### src/rtl/cordic_vector.sv
// Shared atan(2^-i) table, radians Q3.16, indexed by micro-rotation step.
// Latency: combinational.
// Backpressure: none; pure lookup.
module cordic_atan_lut (
  input  logic        [3:0]  index,
  output logic signed [18:0] return_angle
);

  always_comb begin
    case (index)
      4'd0:    return_angle = 19'sd51472;
      4'd1:    return_angle = 19'sd30386;
      4'd2:    return_angle = 19'sd16055;
      4'd3:    return_angle = 19'sd8150;
      4'd4:    return_angle = 19'sd4091;
      4'd5:    return_angle = 19'sd2047;
      4'd6:    return_angle = 19'sd1024;
      4'd7:    return_angle = 19'sd512;
      4'd8:    return_angle = 19'sd256;
      4'd9:    return_angle = 19'sd128;
      4'd10:   return_angle = 19'sd64;
      4'd11:   return_angle = 19'sd32;
      4'd12:   return_angle = 19'sd16;
      4'd13:   return_angle = 19'sd8;
      4'd14:   return_angle = 19'sd4;
      default: return_angle = 19'sd2;
    endcase
  end

endmodule

// Iterative vectoring CORDIC: (x,y) -> atan2 angle and magnitude.
// Latency: ITER+1 cycles from accepted start to done; one vector per ITER+2 cycles.
// Backpressure: start is only sampled in IDLE; requests while busy are dropped.
module cordic_vector #(
  parameter int ITER      = 16,
  parameter int GAIN_COMP = 1
) (
  input  logic               clock,
  input  logic               init,
  input  logic               start,
  input  logic        [17:0] x_in,
  input  logic        [17:0] y_in,
  output logic               busy,
  output logic               done,
  output logic signed [18:0] angle_out,
  output logic        [20:0] mag_out
);

  typedef enum logic [1:0] {IDLE, ROT, SCALE} state_t;

  localparam logic signed [18:0] HALF_PI = 19'sd102944;
  localparam logic signed [41:0] K_INV   = 42'sd39797;
  localparam logic        [3:0]  LAST    = 4'(ITER - 1);

  state_t state, state_nx;
  logic signed [20:0] x, y, x_nx, y_nx;
  logic signed [20:0] x_ext, y_ext, x_sh, y_sh;
  logic signed [18:0] z, z_nx, atan_i;
  logic        [3:0]  count, count_nx;
  logic               is_zero, is_zero_nx;
  logic               busy_nx, done_nx;
  logic signed [18:0] angle_nx;
  logic        [20:0] mag_nx;
  logic signed [41:0] x_wide, prod;

  cordic_atan_lut u_lut (
    .index        (count),
    .return_angle (atan_i)
  );

  assign x_ext  = {{3{x_in[17]}}, x_in};
  assign y_ext  = {{3{y_in[17]}}, y_in};
  assign x_sh   = x >>> count;
  assign y_sh   = y >>> count;
  assign x_wide = {{21{x[20]}}, x};
  assign prod   = x_wide * K_INV;

  always_comb begin
    state_nx   = state;
    x_nx       = x;
    y_nx       = y;
    z_nx       = z;
    count_nx   = count;
    is_zero_nx = is_zero;
    busy_nx    = busy;
    done_nx    = 1'b0;
    angle_nx   = angle_out;
    mag_nx     = mag_out;
    case (state)
      IDLE: begin
        if (start) begin
          state_nx   = ROT;
          count_nx   = '0;
          busy_nx    = 1'b1;
          is_zero_nx = (x_ext == '0) && (y_ext == '0);
          // Fold left-half-plane vectors by +/-90 deg so the iterations converge.
          if (!x_ext[20]) begin
            x_nx = x_ext;
            y_nx = y_ext;
            z_nx = '0;
          end else if (!y_ext[20]) begin
            x_nx = y_ext;
            y_nx = -x_ext;
            z_nx = HALF_PI;
          end else begin
            x_nx = -y_ext;
            y_nx = x_ext;
            z_nx = -HALF_PI;
          end
        end
      end
      ROT: begin
        if (!y[20]) begin
          x_nx = x + y_sh;
          y_nx = y - x_sh;
          z_nx = z + atan_i;
        end else begin
          x_nx = x - y_sh;
          y_nx = y + x_sh;
          z_nx = z - atan_i;
        end
        count_nx = count + 4'd1;
        if (count == LAST) state_nx = SCALE;
      end
      SCALE: begin
        // A zero vector never drives y negative, so z would just sum the table.
        angle_nx = is_zero ? '0 : z;
        mag_nx   = (GAIN_COMP != 0) ? 21'(prod >>> 16) : x;
        done_nx  = 1'b1;
        busy_nx  = 1'b0;
        state_nx = IDLE;
      end
      default: state_nx = IDLE;
    endcase
  end

  always_ff @(posedge clock) begin
    if (init) begin
      state     <= IDLE;
      x         <= '0;
      y         <= '0;
      z         <= '0;
      count     <= '0;
      is_zero   <= 1'b0;
      busy      <= 1'b0;
      done      <= 1'b0;
      angle_out <= '0;
      mag_out   <= '0;
    end else begin
      state     <= state_nx;
      x         <= x_nx;
      y         <= y_nx;
      z         <= z_nx;
      count     <= count_nx;
      is_zero   <= is_zero_nx;
      busy      <= busy_nx;
      done      <= done_nx;
      angle_out <= angle_nx;
      mag_out   <= mag_nx;
    end
  end

endmodule

### config.mk
export PLATFORM = sky130hd
export DESIGN_NAME = cordic_vector
export DESIGN_NICKNAME = d
export VERILOG_FILES = /design/src/rtl/cordic_vector.sv
export SDC_FILE = /design/constraint.sdc
export NUM_CORES = 1
export LEC_CHECK = 0
export CAP_MARGIN = 20
export CORE_UTILIZATION = 32
export CTS_BUF_LIST = sky130_fd_sc_hd__clkbuf_4 sky130_fd_sc_hd__clkbuf_8
export DETAILED_ROUTE_END_ITERATION = 7
export DONT_BUFFER_PORTS = 1
export PLACE_DENSITY = 0.48
export SKIP_LAST_GASP = 1
export SYNTH_ARGS = -nofsm -noshare
export SYNTH_HDL_FRONTEND = slang
export SYNTH_SLANG_ARGS = --single-unit
### constraint.sdc
create_clock -name clock -period 7.6 [get_ports clock]
set_clock_uncertainty 0.15 [all_clocks]
set_input_delay 1.52 -clock clock [delete_from_list [all_inputs] [get_ports clock]]
set_output_delay 1.52 -clock clock [all_outputs]
set_load 0.02 [all_outputs]
==> flow_metrics.env <==
export IMPL_cts_reportedPaths_clkPinSlew_ns=0.09
export IMPL_layout_cells_most_common="sky130_fd_sc_hd__inv_1"
export IMPL_cpLargestDelayFamily="adder cells"
export IMPL_timing_final_crit_period_ns=6.96
export IMPL_netlist_instances=2135
export IMPL_gr_total_overflow=0
export IMPL_design_portCount=81
export IMPL_number_of_synthesized_flops_with_an_enable_pin=0
export IMPL_yosys_area_share_simple=0.117
export IMPL_min_delay_path_class="reg2reg"
export IMPL_yosys_warnings=0
export IMPL_route_detailed_vias_per_inst=5.25
export IMPL_crit_slowest_cell="sky130_fd_sc_hd__dfxtp_1"
export IMPL_syn_to_final_growth_pct=6.12
export IMPL_drt_drc_violations_left=0
export IMPL_synth_adder_area_share=0.328
export IMPL_gp_congestion=0.923
export IMPL_worst_ep_required_time_ns=7.85
export IMPL_route_detailed_wl_per_inst_um=18.5
export IMPL_clockBufferDepth=2
export IMPL_final_max_slew_viol_count=0
export IMPL_buffers_inserted_by_post_cts_timing_repair=0
export IMPL_final_cell_mix="sky130_fd_sc_hd__inv_1 (293), sky130_fd_sc_hd__ha_1 (237), sky130_fd_sc_hd__nor2_1 (174), sky130_fd_sc_hd__fa_1 (153), sky130_fd_sc_hd__nand2_1 (133)"
export IMPL_setup_violations_final=0
export IMPL_dominant_synthesized_flop_cell="sky130_fd_sc_hd__dfxtp_1"
export IMPL_dieWidth_um=242
export IMPL_initial_core_util=0.325
export IMPL_cts_resized_gates=0
export IMPL_global_route_usage_total=0.182
export IMPL_worst_slew_pin_slew_ns=1.17
export IMPL_fp_dieArea_mm2=0.0583
export IMPL_worstSetupEndpointType="register"
export IMPL_number_of_iterations_in_the_first_detailed_routing_pass=5
export IMPL_final_cell_area_mm2=0.0195
export IMPL_antenna_left=0
export IMPL_clock_sinks=126
export IMPL_worstSetupStartpoint="x[5]"
export IMPL_antenna_found_initial=1
export IMPL_layout_worst_path_cycle_share=0.916
export IMPL_cts_tree="yes"
export IMPL_synth_mux_area_frac=0.0656
export IMPL_synth_lib_cells_used_distinct=79
export IMPL_drt_iter0_markers=890
export IMPL_vias=15000
export IMPL_maxCapViolations=0
export IMPL_grt_setup_unrepaired="no"
export IMPL_worst_path_max_fanout=13
export IMPL_synth_xor_area_share=0.0744
export IMPL_final_hold_viol_count=0
export IMPL_tns_ns=0
export IMPL_path_cells="ha_1 -> xor2_1 -> ha_1 -> a21oi_1 -> fa_1 -> fa_1 -> inv_1 -> fa_1 -> fa_1 -> ha_1 -> a2111oi_0 -> o21ai_0 -> and3_1 -> a21bo_2 -> a31oi_1 -> o21ai_0 -> o41ai_1 -> o21ba_2 -> xnor2_1 -> a22o_1"
export IMPL_synth_compound_area_share=0.191
export IMPL_worst_ep_arrival_time_ns=7.21
export IMPL_cts_inserted_buffers=17
export IMPL_timing_critical_path_slowest_cell_delay_ns=0.65
export IMPL_startpoint_type_of_the_worst_setup_path="register"
export IMPL_synth_seq_cells=126
export IMPL_post_cts_hold_buffer_count=0
export IMPL_design_final_nets=2521
export IMPL_core_area_mm2=0.0565
export IMPL_grt_max_degree=76
export IMPL_grt_pass1_vias=15000
export IMPL_layout_cell_share_with_drive_strength_beyond_1=0.0613
export IMPL_syn_avg_cell_area_um2=8.60
export IMPL_worstReg2RegStart="x[5]"
export IMPL_detailed_place_area_mm2=0.0191
export IMPL_ys_seq_area_frac=0.137
export IMPL_run_status="finished, final reports clean"
export IMPL_die_height_um=242
export IMPL_timing_setup_critical_path_class="reg2reg"
export IMPL_relative_slew_slack=0.214
export IMPL_async_reset_ff_frac=0
export IMPL_synth_top_family_by_area="adder cells"
export IMPL_clock_latency_reported_for_the_late_side_of_the_worst_skew_pair_ns=0.51
export IMPL_clockRootBuffer="sky130_fd_sc_hd__clkbuf_8"
export IMPL_h_tree_depth=4
export IMPL_hold_path_startpoint="z[3]"
export IMPL_netlist_area_mm2=0.0184
export IMPL_syn_nets=2564
export IMPL_grt_first_pass_wirelength_um=84200
export IMPL_std_cell_rows=87
export IMPL_crit_path_frequent_cell="sky130_fd_sc_hd__fa_1"
export IMPL_clock_fmax_mhz=144
export IMPL_crit_buf_inv=1
export IMPL_wirelength_um=52900
export IMPL_post_dp_hpwl_um=42400
export IMPL_port_buffers=0
## final timing paths
| check | to | slack (ns) | cells past startpoint |
|---|---|---|---|
| hold reg to reg | z[3] | 0.35 | 2 |
| setup reg to reg | mag_out[20] | 0.64 | 20 |
| hold / removal | z[3] | 0.35 | 2 |
| setup / recovery | mag_out[20] | 0.64 | 20 |
## routing by layer
layer,wire length [um],global-route usage,share of wire
met1,24300,0.241,0.46
met3,1720,0.0219,0.033
met2,25000,0.300,0.47
met4,1920,0.0762,0.036
met5,0,0,0
## cell type report
cell class,count,area (um2)
fillers,5852,37000
repair buffers,31,233
flip-flops and latches,126,2530
well taps,756,946
diodes,1,2.50
clock buffers,17,234
multi-input cells,1621,14300
inverters,295,1110
clock inverters,15,149
## per-stage QoR
stage | instances | setup WS [ns] | util | hold slack (ns)
after global routing | 2862 | 0.260 | 0.345 | 0.373
after floorplan | 2135 | 1.40 | - | 0.305
after CTS | 2861 | 0.632 | 0.345 | 0.351
after detailed placement | 2829 | 0.665 | 0.338 | 0.333
final | 2862 | 0.639 | 0.345 | 0.348
after global placement | 2829 | 0.834 | 0.338 | 0.328
## sequential cells by signal, summed over array words and instances (netlist names)
name,cells
is_zero,1
x,21
busy,1
y,21
mag_out,21
count,4
state,2
u_lut.return_angle,16
done,1
z,19
angle_out,19
## Yosys cell counts (16+ instances only)
| cell type | number | area [um2] |
|---|---|---|
| sky130_fd_sc_hd__inv_1 | 293 | 1100 |
| sky130_fd_sc_hd__xnor2_1 | 79 | 692 |
| sky130_fd_sc_hd__mux2i_1 | 34 | 340 |
| sky130_fd_sc_hd__a211oi_1 | 90 | 676 |
| sky130_fd_sc_hd__mux4_2 | 22 | 495 |
| sky130_fd_sc_hd__ha_1 | 237 | 2970 |
| sky130_fd_sc_hd__nand2b_1 | 17 | 106 |
| sky130_fd_sc_hd__clkbuf_1 | 61 | 229 |
| sky130_fd_sc_hd__a21o_1 | 27 | 203 |
| sky130_fd_sc_hd__a21oi_1 | 130 | 651 |
| sky130_fd_sc_hd__nor2b_1 | 16 | 100 |
| sky130_fd_sc_hd__a31oi_1 | 24 | 150 |
| sky130_fd_sc_hd__nor2_1 | 175 | 657 |
| sky130_fd_sc_hd__a22o_1 | 37 | 324 |
| sky130_fd_sc_hd__nand2_1 | 133 | 499 |
| sky130_fd_sc_hd__o21ai_0 | 90 | 450 |
| sky130_fd_sc_hd__xor2_1 | 77 | 674 |
| sky130_fd_sc_hd__nor3_1 | 38 | 190 |
| sky130_fd_sc_hd__dfxtp_1 | 126 | 2520 |
| sky130_fd_sc_hd__nand3_1 | 27 | 135 |
| sky130_fd_sc_hd__fa_1 | 153 | 3060 |
## cells by family (layout without fill, tap and decap cells)
family / count (synthesis) / count (layout)
AO/OA/AOI/OAI: 524 / 524
XOR/XNOR: 156 / 156
adder cells (fa/ha/maj): 390 / 390
buffers and inverters: 388 / 358
flip-flops: 126 / 126
multiplexers: 78 / 78
other: 0 / 1
AND/OR/NAND/NOR: 473 / 473
## worst reg2reg max path: cells and delay by family, from the launching register on
kind,cells,cell delay [ns]
compound gates,9,2.70
simple gates,1,0.26
flops,1,0.65
fa+ha+maj,7,2.85
buf+inv,1,0.05
xor+xnor,2,0.23
Power is left out: the tool's default activity adds up to more than one toggle a clock period on the data nets, which glitch-free logic cannot reach.
